===== src/rtl/stage_m_pkg.sv =====
// Shared definitions for the memory stage.
// Contents: opcode classes, the default exception vector, the FSM state encoding,
// access size encoding, the latched-access record, and small decode helpers
// for alignment, byte enables and store-lane replication.
package stage_m_pkg;

  localparam logic [31:0] EXC_VECTOR_DEF = 32'hBFC00380;

  // Primary opcode classes, taken from opcode[5:3].
  localparam logic [2:0] OPC_LOAD  = 3'b100;
  localparam logic [2:0] OPC_STORE = 3'b101;

  typedef enum logic [1:0] {
    ST_IDLE = 2'd0,
    ST_REQ  = 2'd1,
    ST_DATA = 2'd2
  } state_t;

  typedef enum logic [1:0] {
    SZ_BYTE = 2'd0,
    SZ_HALF = 2'd1,
    SZ_WORD = 2'd2
  } size_t;

  // Everything about an accepted access that must survive the stall.
  typedef struct packed {
    logic [29:0] addr;
    logic        we;
    logic [3:0]  be;
    logic [31:0] wdata;
    logic [5:0]  wbr;
    size_t       size;
    logic        sgn;
    logic [1:0]  off;
    logic [31:0] pc;
  } acc_t;

  // opcode[1:0]: 00 byte, 01 half, anything else is treated as a word access.
  function automatic size_t op_size(input logic [5:0] op);
    case (op[1:0])
      2'b00:   return SZ_BYTE;
      2'b01:   return SZ_HALF;
      default: return SZ_WORD;
    endcase
  endfunction

  function automatic logic misaligned(input size_t sz, input logic [1:0] off);
    case (sz)
      SZ_HALF: return off[0];
      SZ_WORD: return |off;
      default: return 1'b0;
    endcase
  endfunction

  // Big-endian lanes: offset 0 is byte lane 3 (bits 31:24).
  function automatic logic [3:0] byte_en(input size_t sz, input logic [1:0] off);
    case (sz)
      SZ_BYTE: return 4'b1000 >> off;
      SZ_HALF: return off[1] ? 4'b0011 : 4'b1100;
      default: return 4'b1111;
    endcase
  endfunction

  // Store data replicated on every lane so the enables alone pick the bytes.
  function automatic logic [31:0] lane_data(input size_t sz, input logic [31:0] v);
    case (sz)
      SZ_BYTE: return {4{v[7:0]}};
      SZ_HALF: return {2{v[15:0]}};
      default: return v;
    endcase
  endfunction

endpackage


===== src/rtl/stage_m_if.sv =====
// Data-memory port bundle between the memory stage and data memory.
// master: memory stage (drives addr/req/we/be/wdata, samples wait/rdata/rvalid).
// slave : data memory (the reverse).
interface stage_m_if;
  logic [29:0] dmem_addr;
  logic        dmem_req;
  logic        dmem_we;
  logic [3:0]  dmem_be;
  logic [31:0] dmem_wdata;
  logic        dmem_wait;
  logic [31:0] dmem_rdata;
  logic        dmem_rvalid;

  modport master (
    output dmem_addr, dmem_req, dmem_we, dmem_be, dmem_wdata,
    input  dmem_wait, dmem_rdata, dmem_rvalid
  );

  modport slave (
    input  dmem_addr, dmem_req, dmem_we, dmem_be, dmem_wdata,
    output dmem_wait, dmem_rdata, dmem_rvalid
  );
endinterface


===== src/rtl/stage_m_load_align.sv =====
// Load data alignment, purely combinational.
// Ports: off   - ea[1:0] of the access
//        size  - byte/half/word
//        sgn   - 1 = sign-extend, 0 = zero-extend
//        rdata - raw memory word (big-endian lanes)
//        res   - aligned, extended 32-bit result
module stage_m_load_align
  import stage_m_pkg::*;
(
  input  logic [1:0]  off,
  input  size_t       size,
  input  logic        sgn,
  input  logic [31:0] rdata,
  output logic [31:0] res
);

  logic [3:0][7:0] lanes;
  logic [7:0]      b;
  logic [15:0]     h;

  assign lanes = rdata;
  // Lane index is 3-off, which for two bits is simply ~off.
  assign b = lanes[~off];
  assign h = off[1] ? rdata[15:0] : rdata[31:16];

  always_comb begin
    res = rdata;
    case (size)
      SZ_BYTE: res = {{24{sgn & b[7]}}, b};
      SZ_HALF: res = {{16{sgn & h[15]}}, h};
      default: res = rdata;
    endcase
  end

endmodule


===== src/rtl/stage_m.sv =====
// Memory stage, directly downstream of EX.
// Forms the effective address, runs the data-memory handshake for loads and
// stores, aligns load data and otherwise forwards the ALU result. Misaligned
// valid accesses raise an address-error restart to EXC_VECTOR.
// Ports:
//   clock, rst          - clock (rising edge), async active-high reset
//   x_*                 - EX stage results (ignored while m_stall=1)
//   dmem                - data-memory port (stage_m_if.master)
//   m_valid/m_wbr/m_res - result for writeback / EX hazard logic
//   m_pc                - PC of the instruction producing the result
//   m_restart(_pc)      - restart request and target
//   m_flush             - flush younger stages on exception
//   m_badvaddr          - faulting address of the last address error
//   m_stall             - hold upstream while an access is outstanding
module stage_m
  import stage_m_pkg::*;
#(
  parameter logic [31:0] EXC_VECTOR = EXC_VECTOR_DEF
) (
  input  logic              clock,
  input  logic              rst,
  input  logic              x_valid,
  input  logic [31:0]       x_instr,
  input  logic [31:0]       x_pc,
  input  logic [5:0]        x_opcode,
  input  logic [31:0]       x_op1_val,
  input  logic [31:0]       x_rt_val,
  input  logic [5:0]        x_wbr,
  input  logic [31:0]       x_res,
  input  logic              x_restart,
  input  logic [31:0]       x_restart_pc,
  stage_m_if.master         dmem,
  output logic              m_valid,
  output logic [5:0]        m_wbr,
  output logic [31:0]       m_res,
  output logic [31:0]       m_pc,
  output logic              m_restart,
  output logic [31:0]       m_restart_pc,
  output logic              m_flush,
  output logic [31:0]       m_badvaddr,
  output logic              m_stall
);

  state_t      state;
  acc_t        acc;
  logic        is_ld, is_st, is_mem, mis;
  logic [31:0] ea;
  size_t       sz;
  logic [31:0] ld_res;
  logic        unused_instr;

  // Decode of the incoming EX result.
  assign is_ld        = (x_opcode[5:3] == OPC_LOAD);
  assign is_st        = (x_opcode[5:3] == OPC_STORE);
  assign is_mem       = is_ld | is_st;
  assign ea           = x_op1_val + {{16{x_instr[15]}}, x_instr[15:0]};
  assign sz           = op_size(x_opcode);
  assign mis          = misaligned(sz, ea[1:0]);
  assign unused_instr = ^x_instr[31:16];

  stage_m_load_align u_align (
    .off   (acc.off),
    .size  (acc.size),
    .sgn   (acc.sgn),
    .rdata (dmem.dmem_rdata),
    .res   (ld_res)
  );

  // Port is driven straight from the latched access so it stays stable under wait.
  assign dmem.dmem_addr  = acc.addr;
  assign dmem.dmem_req   = (state == ST_REQ);
  assign dmem.dmem_we    = acc.we;
  assign dmem.dmem_be    = acc.be;
  assign dmem.dmem_wdata = acc.wdata;
  assign m_stall         = (state != ST_IDLE);

  always_ff @(posedge clock or posedge rst) begin
    if (rst) begin
      state        <= ST_IDLE;
      acc          <= '0;
      m_valid      <= 1'b0;
      m_wbr        <= '0;
      m_res        <= '0;
      m_pc         <= '0;
      m_restart    <= 1'b0;
      m_restart_pc <= '0;
      m_flush      <= 1'b0;
      m_badvaddr   <= '0;
    end else begin
      // Single-cycle pulses; only IDLE may pass a restart or a result through.
      m_valid   <= 1'b0;
      m_restart <= 1'b0;
      m_flush   <= 1'b0;
      case (state)
        ST_IDLE: begin
          m_pc <= x_pc;
          if (x_valid && is_mem && mis) begin
            // Address error wins over any restart EX asked for.
            m_wbr        <= '0;
            m_restart    <= 1'b1;
            m_restart_pc <= EXC_VECTOR;
            m_flush      <= 1'b1;
            m_badvaddr   <= ea;
          end else if (x_valid && is_mem) begin
            acc.addr  <= ea[31:2];
            acc.we    <= is_st;
            acc.be    <= byte_en(sz, ea[1:0]);
            acc.wdata <= lane_data(sz, x_rt_val);
            acc.wbr   <= x_wbr;
            acc.size  <= sz;
            acc.sgn   <= ~x_opcode[2];
            acc.off   <= ea[1:0];
            acc.pc    <= x_pc;
            m_wbr     <= '0;
            state     <= ST_REQ;
          end else begin
            // Non-memory op, or an invalid memory op that issues nothing.
            m_valid      <= x_valid;
            m_wbr        <= x_wbr;
            m_res        <= x_res;
            m_restart    <= x_restart;
            m_restart_pc <= x_restart_pc;
          end
        end
        ST_REQ: begin
          // Any rvalid seen here is ignored; data follows acceptance.
          if (!dmem.dmem_wait) begin
            if (acc.we) begin
              m_valid <= 1'b1;
              m_wbr   <= '0;
              m_pc    <= acc.pc;
              state   <= ST_IDLE;
            end else begin
              state <= ST_DATA;
            end
          end
        end
        ST_DATA: begin
          if (dmem.dmem_rvalid) begin
            m_res   <= ld_res;
            m_valid <= 1'b1;
            m_wbr   <= acc.wbr;
            m_pc    <= acc.pc;
            state   <= ST_IDLE;
          end
        end
        default: state <= ST_IDLE;
      endcase
    end
  end

endmodule


===== src/flat_wrapper.sv =====
// flat-port wrapper written by rule: the top's interface ports become plain ports
module stage_m_flat import stage_m_pkg::*;
#(
  parameter logic [31:0] EXC_VECTOR = EXC_VECTOR_DEF
)
  (clock, rst, x_valid, x_instr, x_pc, x_opcode, x_op1_val, x_rt_val, x_wbr, x_res, x_restart, x_restart_pc, m_valid, m_wbr, m_res, m_pc, m_restart, m_restart_pc, m_flush, m_badvaddr, m_stall, dmem_dmem_addr, dmem_dmem_req, dmem_dmem_we, dmem_dmem_be, dmem_dmem_wdata, dmem_dmem_wait, dmem_dmem_rdata, dmem_dmem_rvalid);
  stage_m_if dmem_i ();
  input  logic clock;
  input  logic rst;
  input  logic x_valid;
  input  logic [31:0] x_instr;
  input  logic [31:0] x_pc;
  input  logic [5:0] x_opcode;
  input  logic [31:0] x_op1_val;
  input  logic [31:0] x_rt_val;
  input  logic [5:0] x_wbr;
  input  logic [31:0] x_res;
  input  logic x_restart;
  input  logic [31:0] x_restart_pc;
  output logic m_valid;
  output logic [5:0] m_wbr;
  output logic [31:0] m_res;
  output logic [31:0] m_pc;
  output logic m_restart;
  output logic [31:0] m_restart_pc;
  output logic m_flush;
  output logic [31:0] m_badvaddr;
  output logic m_stall;
  output wire logic [$bits(dmem_i.dmem_addr)-1:0] dmem_dmem_addr;
  output wire logic [$bits(dmem_i.dmem_req)-1:0] dmem_dmem_req;
  output wire logic [$bits(dmem_i.dmem_we)-1:0] dmem_dmem_we;
  output wire logic [$bits(dmem_i.dmem_be)-1:0] dmem_dmem_be;
  output wire logic [$bits(dmem_i.dmem_wdata)-1:0] dmem_dmem_wdata;
  input wire logic [$bits(dmem_i.dmem_wait)-1:0] dmem_dmem_wait;
  input wire logic [$bits(dmem_i.dmem_rdata)-1:0] dmem_dmem_rdata;
  input wire logic [$bits(dmem_i.dmem_rvalid)-1:0] dmem_dmem_rvalid;
  assign dmem_dmem_addr = dmem_i.dmem_addr;
  assign dmem_dmem_req = dmem_i.dmem_req;
  assign dmem_dmem_we = dmem_i.dmem_we;
  assign dmem_dmem_be = dmem_i.dmem_be;
  assign dmem_dmem_wdata = dmem_i.dmem_wdata;
  assign dmem_i.dmem_wait = dmem_dmem_wait;
  assign dmem_i.dmem_rdata = dmem_dmem_rdata;
  assign dmem_i.dmem_rvalid = dmem_dmem_rvalid;
  stage_m #(.EXC_VECTOR(EXC_VECTOR)) u_core (.clock(clock), .rst(rst), .x_valid(x_valid), .x_instr(x_instr), .x_pc(x_pc), .x_opcode(x_opcode), .x_op1_val(x_op1_val), .x_rt_val(x_rt_val), .x_wbr(x_wbr), .x_res(x_res), .x_restart(x_restart), .x_restart_pc(x_restart_pc), .dmem(dmem_i), .m_valid(m_valid), .m_wbr(m_wbr), .m_res(m_res), .m_pc(m_pc), .m_restart(m_restart), .m_restart_pc(m_restart_pc), .m_flush(m_flush), .m_badvaddr(m_badvaddr), .m_stall(m_stall));
endmodule

===== config.mk =====
export PLATFORM = sky130hd
export DESIGN_NAME = stage_m_flat
export DESIGN_NICKNAME = d
export VERILOG_FILES = /design/src/rtl/stage_m_pkg.sv /design/src/rtl/stage_m_if.sv /design/src/rtl/stage_m_load_align.sv /design/src/rtl/stage_m.sv /design/src/flat_wrapper.sv
export SDC_FILE = /design/constraint.sdc
export NUM_CORES = 1
export LEC_CHECK = 0
export ABC_CLOCK_PERIOD_IN_PS = 13850
export BUFFER_PORTS_ARGS = -buffer_cell sky130_fd_sc_hd__buf_2
export CORE_ASPECT_RATIO = 2
export CORE_MARGIN = 2
export CORE_UTILIZATION = 30
export DETAILED_ROUTE_END_ITERATION = 12
export PLACE_DENSITY = 0.59
export SYNTH_ARGS = -nofsm -noshare
export SYNTH_HDL_FRONTEND = slang
export SYNTH_SLANG_ARGS = --single-unit

===== constraint.sdc =====
create_clock -name clock -period 13.85 [get_ports clock]
set_input_delay 2.77 -clock clock [delete_from_list [all_inputs] [get_ports clock]]
set_output_delay 2.77 -clock clock [all_outputs]
set_load 0.03 [all_outputs]

Word level (Yosys, flattened, before mapping)
Index checks and enable logic that the tools add are counted.
{"block": "classes", "shifts": 1, "reduce_logical": 16, "bitwise": 6, "add_sub_neg": 1, "n_eq_ne": 15, "order_cmp": 1, "n_mux": 42}
{"operator": "32-bit two-way mux", "count": 8}
{"operator": "32-bit case mux with 2 select lines", "count": 3}
{"operator": "32-bit case mux with 3 select lines", "count": 1}
{"operator": "32-bit adder", "count": 1}
{"operator": "6-bit two-way mux", "count": 5}
{"operator": "6-bit case mux with 3 select lines", "count": 1}
{"operator": "8-bit binary-select mux with 2-bit select", "count": 1}
{"operator": "16-bit two-way mux", "count": 1}
{"operator": "4-bit AND reduction", "count": 3}
{"operator": "1-bit two-way mux", "count": 10}
{"operator": "2-bit two-way mux", "count": 5}
{"operator": "2-bit != test, second input constant", "count": 5}
{"operator": "2-bit by 1-bit equality test with 1-bit output, second input constant", "count": 4}
{"operator": "2-bit zero test", "count": 4}
{"operator": "8-bit two-way mux", "count": 1}
{"operator": "4-bit case mux with 2 select lines", "count": 1}
{"operator": "3-bit equality test, second input constant", "count": 2}
{"operator": "2-bit case mux with 3 select lines", "count": 1}
{"operator": "2-bit equality test, second input constant", "count": 2}
{"operator": "4-bit two-way mux", "count": 1}
{"operator": "2-bit by 1-bit != test with 1-bit output, second input constant", "count": 2}
{"operator": "2-bit case mux with 2 select lines", "count": 1}
{"operator": "2-bit AND reduction", "count": 2}
{"operator": "2-bit nonzero test", "count": 2}
{"operator": "12 further kinds", "count": 15}
{"block": "word_totals", "output_inout_bits": 206, "input_bits": 242, "ff_bits": 249, "word_cells": 100}

Logic depth before layout (Yosys ltp)
{"block": "logic_depth", "word_depth": 7, "depth_mapped": 11, "mapped_depth_nobuf": 9}

Cells and area by module
A second synthesis with hierarchy kept.
{"block": "hier_totals", "hier_cells": 1469, "area_unflattened_um2": 13690.6}
{"module": "stage_m", "seq_area_each_um2": 6231.0, "cells_per_inst": 1363, "area_per_inst_um2": 12892.4, "n_inst": 1}
{"module": "stage_m_load_align", "seq_area_each_um2": 0.0, "cells_per_inst": 106, "area_per_inst_um2": 798.3, "n_inst": 1}

Worst setup path after synthesis
OpenSTA, ideal clock, no wires.
{"block": "synth_path", "path_kind": "input port to flip-flop", "from": "in x_instr[0]", "to": "reg u_core.acc (netlist bit u_core.dmem.dmem_addr[24])", "path_stages": 9, "required_ns": 13.746, "path_buffers": 0, "t_arrival_ns": 4.796, "slack_ns": 8.951, "path_cell_list": "ha_1 -> fa_1 -> a211oi_1 -> nor4_2 -> nor2_1 -> a211o_1 -> a211o_1 -> a21oi_2 -> o311ai_1"}
{"block": "synth_via", "elab_chain_len": 6}
{"element": "start, declared", "line_no": "flat_wrapper.sv:11", "text": "input logic [31:0] x_instr;"}
{"element": "32-bit adder (*)", "line_no": "stage_m.sv:56", "text": "assign ea = x_op1_val + {{16{x_instr[15]}}, x_instr[15:0]};"}
{"element": "2-bit OR reduction", "line_no": "stage_m_pkg.sv:50", "text": "SZ_WORD: return |off;"}
{"element": "1-bit case mux with 2 select lines", "line_no": "stage_m_pkg.sv:48", "text": "case (sz)"}
{"element": "1-bit logical AND", "line_no": "stage_m.sv:97", "text": "if (x_valid && is_mem && mis) begin"}
{"element": "1-bit inverter (no source line)"}
{"element": "3-bit AND reduction (no source line)"}
{"element": "end, declared", "line_no": "stage_m.sv:45", "text": "acc_t acc;"}
Mark *: on every way between the ends. The rest lies on a longest branch, timed or not.
A chain may end at the register's enable or synchronous reset.

Worst setup path in the final report
{"block": "layout_path", "from": "in x_opcode[1]", "to": "reg u_core.acc (netlist bit u_core.dmem.dmem_wdata[27])"}
{"block": "layout_via", "elab_chain_len": 7, "elab_cells_between_ends": 11}
{"element": "start, declared", "line_no": "flat_wrapper.sv:13", "text": "input logic [5:0] x_opcode;"}
{"element": "2-bit by 1-bit equality test with 1-bit output / 2-bit zero test (equally long branches)", "line_no": "stage_m_pkg.sv:40", "text": "case (op[1:0])"}
{"element": "2-bit case mux with 2 select lines (*)", "line_no": "stage_m_pkg.sv:40"}
{"element": "2-bit equality test / 2-bit by 1-bit equality test with 1-bit output (equally long branches)", "line_no": "stage_m_pkg.sv:48, stage_m_pkg.sv:66"}
{"element": "1-bit case mux with 2 select lines", "line_no": "stage_m_pkg.sv:48"}
{"element": "1-bit logical AND", "line_no": "stage_m.sv:97"}
{"element": "1-bit inverter (no source line)"}
{"element": "3-bit AND reduction (no source line)"}
Marked as above.

==> run summary <==
CP Cell Sequence - buf_2 -> buf_4 -> or2_1 -> nand2_1 -> nand4_1 -> buf_4 -> buf_4 -> o21ai_0
detailed-placement wirelength estimate - 32,490 um
Synth top area share - 0.4774
total CTS buffers - 25
Psw - 1.824 mW
Clock power frac - 0.177
crit-path max FO - 82
H-tree levels - 1
CP max stage delay - 0.76 ns
# setup viols final - 0
# DRC - 0
Crit path top cell by count - buf_4
GP Congestion - 0.8484
Filler cells - 4,493
Comb pwr share - 0.492
GRT Total Usage - 0.1829
worst IR drop on VDD - 0.1320 mV
Final Cycle Share - 0.4256
full die area - 0.04529 sq mm
power share of the sequential group - 0.331
Tmin final - 5.894 ns
Worst EP required - 14.25 ns
leakage - 8.053 nW
initial DRC count - 407
synthesized area per cell - 9.185 sq um
Die X - 151.5 um
Slew @ Worst Pin - 1.002 ns
Rows - 108
placed insts - 2,265
PwrDens - 242.1 mW/mm^2
Via Count - 11,330
fraction of registers with async set/reset - 1.000
area of the multi-input gates - 0.005964 sq mm
number of global-route vias before repair - 11,020
final setup TNS - 0 ns
Setup Skew - 0.006116 ns
Switching Fraction - 0.4704
clock-pin slew on the worst setup and hold paths - 0.06 ns
status - complete, no violations
Cell Count, Final, Fillers Out - 2,314
synthesis-stage register bit count - 249
wire length of the first global-routing pass - 64,360 um
worst path arrival time - 6.29 ns
antenna viol nets, final - 0
Yosys warning total - 0
worst path bufs/invs - 4
sequential share of the synthesized area - 0.4774
post_cts resized - 0
Critical Setup Path Class - primary input to register
leading area contributor after synthesis - dfrtp_1
CTS tree - done
Layout area overhead - 22.73%
Slew Limit Headroom - 0.3299
placed inst area - 0.01520 sq mm
Post-Syn Area - 0.01305 sq mm
clock buffer depth - 3
Die Span Y - 299.0 um
kind of cell adding the most delay to the critical path - buffers and inverters
Critical Path Start Type - primary input
Core Area - 0.04311 sq mm
DR vias/cell - 4.897
final instance area - 0.01602 sq mm
initial core utilization - 0.3028
top area cells in the synthesized netlist - dfrtp_1, nand2_1, mux2i_1, buf_4, o21ai_0
Clock Latency Late Sink - 0.55 ns
IO Count - 448
CTS root buf - clkbuf_16
number of synthesized flops with an enable pin - 0
Hold WC Path Type - register to register
initial antenna violation count - 10
Final #Nets - 2,020
Register Area - 0.006231 sq mm
pin count of the biggest net entering global routing - 84
Num Clock Sinks - 249
DRT Pass-1 Iters - 7
final wirelength - 43,250 um
Post-CTS Setup Bufs - 0
syn_nets - 1,699
layout cells sized above 1 - 0.2973
final routed wire length divided by cell count - 18.69 um
crit end category - register
Final Slew Violations - 0
worst hold slack - 0.4713 ns
CP max-delay cell - nand4_1
IO buf count - 431
Power Internal - 2.054 mW
synth unique cells - 61
FMAX - 0.1697 GHz
Cells after Synth - 1,421
CTS Hold Bufs - 0
Fin. Hold Viols - 0
max cap viols - 0
RSZ-0062 raised after global routing - no
Synth Flop Type - dfrtp_1
gr ovfl total - 0
-- placed cells by master, fill, tap and decap left out, drive strengths merged, types with 5 or more instances in the layout --
master,Yosys,layout
a22oi,9,9
inv,10,11
a211oi,6,6
o31ai,18,18
a31oi,5,5
nor2,61,61
buf,83,446
o21ai,138,138
dfrtp,249,249
o311ai,5,5
clkbuf,69,39
nand2,378,378
o22a,10,10
nand3,17,17
nand2b,10,10
nand4,12,12
o21a,8,8
mux2i,65,65
a211o,5,5
a22o,26,26
diode,0,5
xnor2,13,13
a21oi,59,59
a222oi,7,7
a21o,24,24
xor2,8,8
nor3,16,16
ha,35,35
mux2,26,26
a221o,7,7
-- metal layers --
| layer | routed length (um) | part of all wire | track usage |
|---|---|---|---|
| met2 | 20880 | 0.48 | 0.3215 |
| met4 | 1454 | 0.034 | 0.06173 |
| met3 | 4353 | 0.10 | 0.05557 |
| met5 | 34 | 0.00079 | 0 |
| met1 | 16530 | 0.38 | 0.2083 |
-- cell type report --
cell class / count / area share
repair buffers: 446 / 0.1417
flip-flops and latches: 249 / 0.3890
diodes: 5 / 0.0007811
multi-input cells: 1010 / 0.3723
clock inverters: 5 / 0.004374
clock buffers: 39 / 0.04608
inverters: 10 / 0.002812
well taps: 550 / 0.04296
-- kinds of logic (layout without fill, tap and decap cells) --
family | count (synthesis) | in the layout | share of synthesized area
adders and majority gates | 36 | 36 | 0.03508
AOI/OAI and AO/OA | 347 | 347 | 0.1711
muxes | 92 | 92 | 0.07400
DFF | 249 | 249 | 0.4774
and+or+nand+nor | 514 | 514 | 0.1615
other | 0 | 5 | 0
xor gates and xnor gates | 21 | 21 | 0.01409
buffers and inverters | 162 | 500 | 0.06681
-- worst register-to-register path, delay by kind of cell (launching register included) --
kind / cells / cell delay [ns]
adders and majority gates: 1 / 0.29
and+or+nand+nor: 2 / 1.04
AOI/OAI and AO/OA: 1 / 0.08
DFF: 1 / 0.41
buffers and inverters: 3 / 1.15
-- flip-flops by register name (all words and copies together), names as in the netlist --
signal,cells
u_core.dmem.dmem_wdata,32
u_core.dmem.dmem_be,4
u_core.m_pc,32
u_core.m_flush,1
u_core.m_valid,1
u_core.dmem.dmem_addr,30
u_core.state,2
u_core.m_badvaddr,32
u_core.m_wbr,6
u_core.m_restart,1
u_core.acc,43
u_core.m_restart_pc,32
u_core.m_res,32
u_core.dmem.dmem_we,1
-- path summary, 6_finish.rpt --
path | from | endpoint | slack, ns | cells after the start
worst max-delay path | x_opcode[1] | u_core.dmem.dmem_wdata[27]$_DFFE_PP0P_ | 7.96 | 8
worst min-delay path | u_core.dmem.dmem_be[3]$_DFFE_PP0P_ | u_core.dmem.dmem_be[3]$_DFFE_PP0P_ | 0.47 | 2
worst max register to register | u_core.state[0]$_DFFE_PP0P_ | u_core.dmem.dmem_wdata[17]$_DFFE_PP0P_ | 10.74 | 7
worst min register to register | u_core.dmem.dmem_be[3]$_DFFE_PP0P_ | u_core.dmem.dmem_be[3]$_DFFE_PP0P_ | 0.47 | 2
max in group asynchronous | rst | u_core.dmem.dmem_wdata[31]$_DFFE_PP0P_ | 9.57 | 4
min in group asynchronous | rst | u_core.m_restart_pc[21]$_DFFE_PP0P_ | 2.28 | 2
-- power by group through the flow --
stage / Clock (mW) / Combinational (mW) / Sequential, mW
3_5_place_dp: 0 / 1.93 / 1.29
4_1_cts: 0.712 / 1.93 / 1.29
5_1_grt: 0.736 / 2.08 / 1.33
6_report: 0.686 / 1.91 / 1.28
2_1_floorplan: 0 / 1.09 / 1.66
3_3_place_gp: 0 / 1.92 / 1.28
-- cell usage after synthesis, types with 4 or more instances --
| master | count |
|---|---|
| a211o_1 | 5 |
| a211oi_1 | 5 |
| a21o_1 | 24 |
| a21oi_1 | 58 |
| a221o_1 | 7 |
| a222oi_1 | 7 |
| a22o_1 | 26 |
| a22oi_1 | 9 |
| a31oi_1 | 5 |
| and2_1 | 4 |
| buf_1 | 4 |
| buf_2 | 13 |
| buf_4 | 66 |
| clkbuf_1 | 69 |
| dfrtp_1 | 249 |
| ha_1 | 35 |
| inv_1 | 9 |
| mux2_2 | 26 |
| mux2i_1 | 65 |
| nand2_1 | 378 |
| nand2b_1 | 10 |
| nand3_1 | 17 |
| nand4_1 | 11 |
| nor2_1 | 61 |
| nor3_1 | 16 |
| o21a_1 | 8 |
| o21ai_0 | 91 |
| o21ai_1 | 47 |
| o21bai_1 | 4 |
| o22a_1 | 10 |
| o311ai_1 | 4 |
| o31ai_1 | 17 |
| xnor2_1 | 13 |
| xor2_1 | 8 |
-- through the flow --
stage,util,setup slack [ns],total power [mW]
2_1_floorplan,-,4.237,2.744
3_3_place_gp,0.3526,7.292,3.197
3_5_place_dp,0.3526,7.245,3.224
4_1_cts,0.3713,7.843,3.931
5_1_grt,0.3716,7.567,4.148
6_report,0.3716,7.956,3.878
Note: power is estimated with default switching activity, not from simulation.
